### src/rtl/ahb_apb_bridge.sv
// AHB-Lite slave to APB master bridge on a single shared clock.
// One transfer in flight; HREADYOUT stretches the AHB data phase until APB completes.
//
// state  | meaning
// -------+-----------------------------------------------------------
// IDLE   | ready for an address phase, HREADYOUT=1
// W_DATA | write data phase, capture HWDATA into PWDATA
// SETUP  | APB setup phase, PSEL=1 PENABLE=0
// ACCESS | APB access phase, wait for PREADY or watchdog expiry
// ERR1   | first ERROR cycle, HREADYOUT=0 HRESP=1
// ERR2   | second ERROR cycle, HREADYOUT=1 HRESP=1
module ahb_apb_bridge #(
    parameter int          ADDR_WIDTH     = 32,
    parameter int          DATA_WIDTH     = 32,
    parameter int unsigned TIMEOUT_CYCLES = 0
) (
    input  logic                  HCLK,
    input  logic                  HRESETn,
    input  logic                  HSEL,
    input  logic [1:0]            HTRANS,
    input  logic                  HWRITE,
    input  logic [2:0]            HSIZE,
    input  logic [ADDR_WIDTH-1:0] HADDR,
    input  logic [DATA_WIDTH-1:0] HWDATA,
    input  logic                  HREADY,
    output logic                  HREADYOUT,
    output logic                  HRESP,
    output logic [DATA_WIDTH-1:0] HRDATA,
    output logic                  PSEL,
    output logic                  PENABLE,
    output logic                  PWRITE,
    output logic [ADDR_WIDTH-1:0] PADDR,
    output logic [DATA_WIDTH-1:0] PWDATA,
    input  logic [DATA_WIDTH-1:0] PRDATA,
    input  logic                  PREADY
);

    typedef enum logic [2:0] {
        S_IDLE, S_W_DATA, S_SETUP, S_ACCESS, S_ERR1, S_ERR2
    } state_t;

    localparam int WDW = (TIMEOUT_CYCLES > 1) ? $clog2(TIMEOUT_CYCLES + 1) : 1;

    state_t                  state, state_nxt;
    logic [WDW-1:0]          wdog_cnt, wdog_nxt;
    logic                    hreadyout_nxt, hresp_nxt, psel_nxt, penable_nxt, pwrite_nxt;
    logic [ADDR_WIDTH-1:0]   paddr_nxt;
    logic [DATA_WIDTH-1:0]   pwdata_nxt, hrdata_nxt;
    logic                    accept, illegal, wdog_hit;
    logic                    unused_htrans;

    assign unused_htrans = HTRANS[0];
    assign accept   = HSEL & HREADY & HTRANS[1];
    assign illegal  = (HSIZE != 3'b010) | (HADDR[1:0] != 2'b00);
    // Fires on the ACCESS cycle that would make the stall count reach the limit
    assign wdog_hit = (TIMEOUT_CYCLES != 0) && ((32'(wdog_cnt) + 32'd1) >= TIMEOUT_CYCLES);

    always_ff @(posedge HCLK) begin
        if (!HRESETn) begin
            state     <= S_IDLE;
            wdog_cnt  <= '0;
            HREADYOUT <= 1'b1;
            HRESP     <= 1'b0;
            HRDATA    <= '0;
            PSEL      <= 1'b0;
            PENABLE   <= 1'b0;
            PWRITE    <= 1'b0;
            PADDR     <= '0;
            PWDATA    <= '0;
        end else begin
            state     <= state_nxt;
            wdog_cnt  <= wdog_nxt;
            HREADYOUT <= hreadyout_nxt;
            HRESP     <= hresp_nxt;
            HRDATA    <= hrdata_nxt;
            PSEL      <= psel_nxt;
            PENABLE   <= penable_nxt;
            PWRITE    <= pwrite_nxt;
            PADDR     <= paddr_nxt;
            PWDATA    <= pwdata_nxt;
        end
    end

    always_comb begin
        state_nxt = state;
        case (state)
            S_IDLE: begin
                if (accept) begin
                    if (illegal)     state_nxt = S_ERR1;
                    else if (HWRITE) state_nxt = S_W_DATA;
                    else             state_nxt = S_SETUP;
                end
            end
            S_W_DATA: state_nxt = S_SETUP;
            S_SETUP:  state_nxt = S_ACCESS;
            S_ACCESS: begin
                if (PREADY)        state_nxt = S_IDLE;
                else if (wdog_hit) state_nxt = S_ERR1;
            end
            S_ERR1:   state_nxt = S_ERR2;
            S_ERR2:   state_nxt = S_IDLE;
            default:  state_nxt = S_IDLE;
        endcase
    end

    // Outputs are registered, so they are decoded from the state being entered
    always_comb begin
        hreadyout_nxt = (state_nxt == S_IDLE) || (state_nxt == S_ERR2);
        hresp_nxt     = (state_nxt == S_ERR1) || (state_nxt == S_ERR2);
        psel_nxt      = (state_nxt == S_SETUP) || (state_nxt == S_ACCESS);
        penable_nxt   = (state_nxt == S_ACCESS);
        paddr_nxt     = PADDR;
        pwrite_nxt    = PWRITE;
        pwdata_nxt    = PWDATA;
        hrdata_nxt    = HRDATA;
        wdog_nxt      = '0;
        if (state == S_IDLE && accept && !illegal) begin
            paddr_nxt  = HADDR;
            pwrite_nxt = HWRITE;
        end
        if (state == S_W_DATA)
            pwdata_nxt = HWDATA;
        if (state == S_ACCESS && PREADY && !PWRITE)
            hrdata_nxt = PRDATA;
        if (state == S_ACCESS && !PREADY && !wdog_hit)
            wdog_nxt = wdog_cnt + WDW'(1);
    end

endmodule

### config.mk
export PLATFORM = sky130hd
export DESIGN_NAME = ahb_apb_bridge
export DESIGN_NICKNAME = d
export VERILOG_FILES = /design/src/rtl/ahb_apb_bridge.sv
export SDC_FILE = /design/constraint.sdc
export NUM_CORES = 1
export LEC_CHECK = 0
export CAP_MARGIN = 20
export CORE_MARGIN = 8
export CORE_UTILIZATION = 30
export CTS_CLUSTER_DIAMETER = 100
export DETAILED_ROUTE_END_ITERATION = 7
export PLACE_DENSITY = 0.64
export SLEW_MARGIN = 0
export SYNTH_ARGS = -nofsm -noshare
export SYNTH_HDL_FRONTEND = slang
export SYNTH_SLANG_ARGS = --single-unit
### constraint.sdc
create_clock -name HCLK -period 3.75 [get_ports HCLK]
set_clock_uncertainty 0.1 [all_clocks]
set_input_delay 0.75 -clock HCLK [delete_from_list [all_inputs] [get_ports HCLK]]
set_output_delay 0.75 -clock HCLK [all_outputs]
set_load 0.02 [all_outputs]
Word level (Yosys, flattened, before mapping)
Index checks and enable logic that the tools add are counted.
- logic and storage cells: 38
- flip-flop bits (word level): 104
- output and inout port bits: 101
- bits of input ports: 107
- reduce and logical (&&, ||, !) cells: 12
- bitwise logic cells: 3
- mux-type cells: 5
- eq/ne operators: 9
- operators by type and width (operator ; count):
    3-bit one-hot mux with 5 select lines ; 1
    3-bit by 2-bit == test with 1-bit output (second input constant) ; 4
    3-bit == test (second input constant) ; 3
    3-bit 2-to-1 mux ; 3
    3-bit zero test ; 2
    1-bit logical AND ; 4
    3-bit by 1-bit == test with 1-bit output (second input constant) ; 1
    1-bit logical OR ; 3
    3-bit by 2-bit != test with 1-bit output (second input constant) ; 1
    1-bit AND ; 2
    1-bit zero test ; 2
    2-bit 2-to-1 mux ; 1
    2-bit nonzero test ; 1
    1-bit bitwise OR ; 1

Longest topological paths before layout
- depth after elaboration: 7
- depth in mapped cells: 7
- gate-level depth less buffers: 4

Worst setup path before layout
No wires, ideal clock.
- path type: input-to-reg
- start: in HADDR[0]
- end: reg PADDR[27]
- setup time: 0.066 ns
- path slack: 1.918 ns
- stages on the path: 6
- data arrival time: 1.667 ns
- required time: 3.584 ns
- path through: nor3_1 -> and4_1 -> buf_2 -> buf_6 -> nand2_1 -> a21boi_2
- word-level cells in the longest chain between the ends: 4
- ends and longest elaborated chain (element ; line ; RTL):
    from (decl) ; 23 ; input logic [ADDR_WIDTH-1:0] HADDR,
    2-bit nonzero test ; 54 ; assign illegal = (HSIZE != 3'b010) | (HADDR[1:0] != 2'b00);
    1-bit bitwise OR ; 54 ;
    1-bit zero test ; 117 ; if (state == S_IDLE && accept && !illegal) begin
    1-bit logical AND ; 117 ;
    to (signal assigned) ; 79 ; PADDR <= paddr_nxt;
    to (decl) ; 32 ; output logic [ADDR_WIDTH-1:0] PADDR,
Every way passes these cells.
A chain may end at the register's enable or synchronous reset.

Worst setup path in the final report
- start: reg PWRITE
- end: out PWRITE
- RTL lines (element ; line ; RTL):
    from (decl) ; 31 ; output logic PWRITE,
    from (signal assigned) ; 78 ; PWRITE <= pwrite_nxt;
No word-level cell between the ends.

==> impl_metrics.toml <==
[synthesis]
synth_sequential_area_ratio_pct = 52.2
share_of_synthesized_registers_carrying_an_async_set_or_reset_pct = 0
synth_enable_flop_cells = 0
synth_area_leader_cell = "dfxtp_1"
synth_largest_type_area_fraction_pct = 52.2
syn-instance-count = 454
post_synth.cell_area_avg_um2 = 8.78
ffs_latches_synth = 104
synth.net_count = 561
syn_area_um2 = 3990
ys.warnings.count = 0
postSynth.topFlopCell = "dfxtp_1"
synth_common_cells = "194 x nand2_1, 104 x dfxtp_1, 66 x a21boi_0, 30 x a21boi_2, 16 x clkbuf_1"
netlist_top_cells_area = "dfxtp_1 52%, nand2_1 18%, a21boi_0 12%, a21boi_2 8.5%, buf_2 1.6%"
yosysUniqueCellTypes = 23
post-synth-top-count-cell = "nand2_1"

[critical_path]
crit_path_cell_trace = "clkdlybuf4s50_1"
timing.critical_path.slowest_stage_cell = "clkdlybuf4s50_1"
crit_buf_inv = 1
critPathLaunchType = "flip-flop"
crit_arrival_ns = 1.42
cpLargestDelayFamily = "buffers and inverters"
worst-endpoint-required_ns = 2.90
path_max_fanout = 4
timing.critical_path.to_type = "primary output"
critPathMaxStageDelay_ns = 0.67
path_class = "reg -> out"

[finish]
multi_input_comb_area_um2 = 1740
fillers = 1242
insertedDiodeCount = 0
finish.net_count = 753
seqCellArea_um2 = 2080
postLayoutCoreUtil_pct = 49.6
drive_above_1_share_pct = 8.76
area_delta_synth_final_pct = 62.9

[power]
power.leakage_nw = 2.16
power_per_cell_area_nw_per_um2 = 349
total_power_mw = 2.27
max-vdd-ir-drop_uv = 164

[routing]
remaining_design_rule_violation_count = 0
routed_wire_length_per_instance_um = 14.8
initialDrtViolationCount = 129
antenna_violating_nets_post_route = 0
vias_post_dr = 3610
drt-total-wl_mm = 12.2
viasPerCell = 4.37
drt_first_pass_iters = 4

[global_routing]
number_of_global_route_vias_before_repair = 3668
overflow = 0
antenna_violations_before_repair = 0
grt_use_total_pct = 13.8
largest_net_degree_at_the_start_of_global_routing = 40
grt_first_pass_wirelength_mm = 19.5

[sta]
max_clock_freq_mhz = 441
slew_worst_pin_ns = 0.523
relSlewSlack_pct = 65.1
post-route-period-util_pct = 60.4
setup_violations = 0
fin_setup_tns_ns = 0
final_hold_viol_count = 0
layout_min_cycle_time_ns = 2.27
rsz0062_at_grt = "false"
slew_violations = 0

[status]
run_status = "completed"

[clocking]
cts_buffers = 9
cts_setup_buffers = 0
ctsHtreeMaxLevel = 3
postCtsHoldBufs = 0
clockBufferDepth = 2
numClockSinks = 104
register_clock_pin_slew_on_the_reported_worst_setup_and_hold_paths_ns = 0.07
cts_repair_resize_count = 0
clkLatencyLatePin_ns = 0.34
cts_tree = "yes"
clock-root-buffer = "clkbuf_16"

[floorplanning]
design.core.area_um2 = 13100
chipHeight_um = 131
total_die_area_um2 = 17200
num_rows = 42
pin_count = 208
initial_core_util_pct = 30.5
dieWidth_um = 131

[placed_design]
hpwlAfterDp_mm = 9.05
numPortBuffers = 206
gp_congestion = 0.761

[worst_hold_path]
hold_class = "reg -> reg"

[job]
cap_viol_max_count = 0
state kept, by name (all words and copies together) (netlist names):
register / cells
HREADYOUT: 1
PWRITE: 1
HRESP: 1
PSEL: 1
HRDATA: 32
PWDATA: 32
state: 3
PADDR: 32
PENABLE: 1
logic make-up after synthesis:
group / count (synthesis) / synth area share, %
compound gates: 103 / 22.0
buf+inv: 33 / 4.27
flops: 104 / 52.2
simple gates: 214 / 21.5
layout by cell type (no fill, tap or decap), types with 2 or more instances in the layout:
cell	n
nor2_1	5
clkinv_2	2
clkdlybuf4s50_1	205
a21boi_2	30
o21ai_0	2
clkbuf_16	9
a21oi_1	2
dfxtp_1	104
nand2_1	194
buf_4	5
clkinvlp_4	3
and2_1	3
a21boi_0	66
a21boi_1	2
buf_16	3
and3_1	2
nand3_1	2
final timing paths:
kind / cells past startpoint / slack [ns] / to / from
worst max-delay path: 1 / 1.48 / PWRITE / PWRITE$_SDFFE_PN0P_
worst min-delay path: 2 / 0.36 / PWDATA[18]$_SDFFE_PN0P_ / PWDATA[18]$_SDFFE_PN0P_
worst max register to register: 5 / 1.96 / state[1]$_SDFF_PN0_ / state[2]$_SDFF_PN0_
worst min register to register: 2 / 0.36 / PWDATA[18]$_SDFFE_PN0P_ / PWDATA[18]$_SDFFE_PN0P_
layer usage:
layer | share of wire, % | global-route usage (%) | routed length, um
met1 | 42 | 14.9 | 5150
met2 | 48 | 23.9 | 5880
met3 | 8.4 | 5.98 | 1020
met4 | 1.2 | 4.40 | 150
met5 | 0 | 0 | 0
layout make-up:
class | instances | share of cell area, %
Clock inverter | 5 | 0.501
Timing Repair Buffer | 214 | 33.5
Sequential cell | 104 | 32.1
Clock buffer | 11 | 3.74
Multi-Input combinational cell | 317 | 26.8
Tap cell | 176 | 3.39
through the flow:
step           setup WS (ns)  cells  cell area (um2)  hold WS [ns]
5_1_grt                 1.42    827             6490         0.379
6_report                1.48    827             6490         0.362
3_3_place_gp            1.01    808             6140         0.343
2_1_floorplan           1.92    454             3990         0.432
3_5_place_dp           0.898    808             6140         0.356
4_1_cts                 1.25    824             6410         0.366
where the power goes:
part | internal (mW) | switching (mW)
logic | 0.162 | 0.0945
registers | 1.12 | 0.0115
clock network | 0.467 | 0.409
No activity file was read; power rests on OpenSTA's default activity.
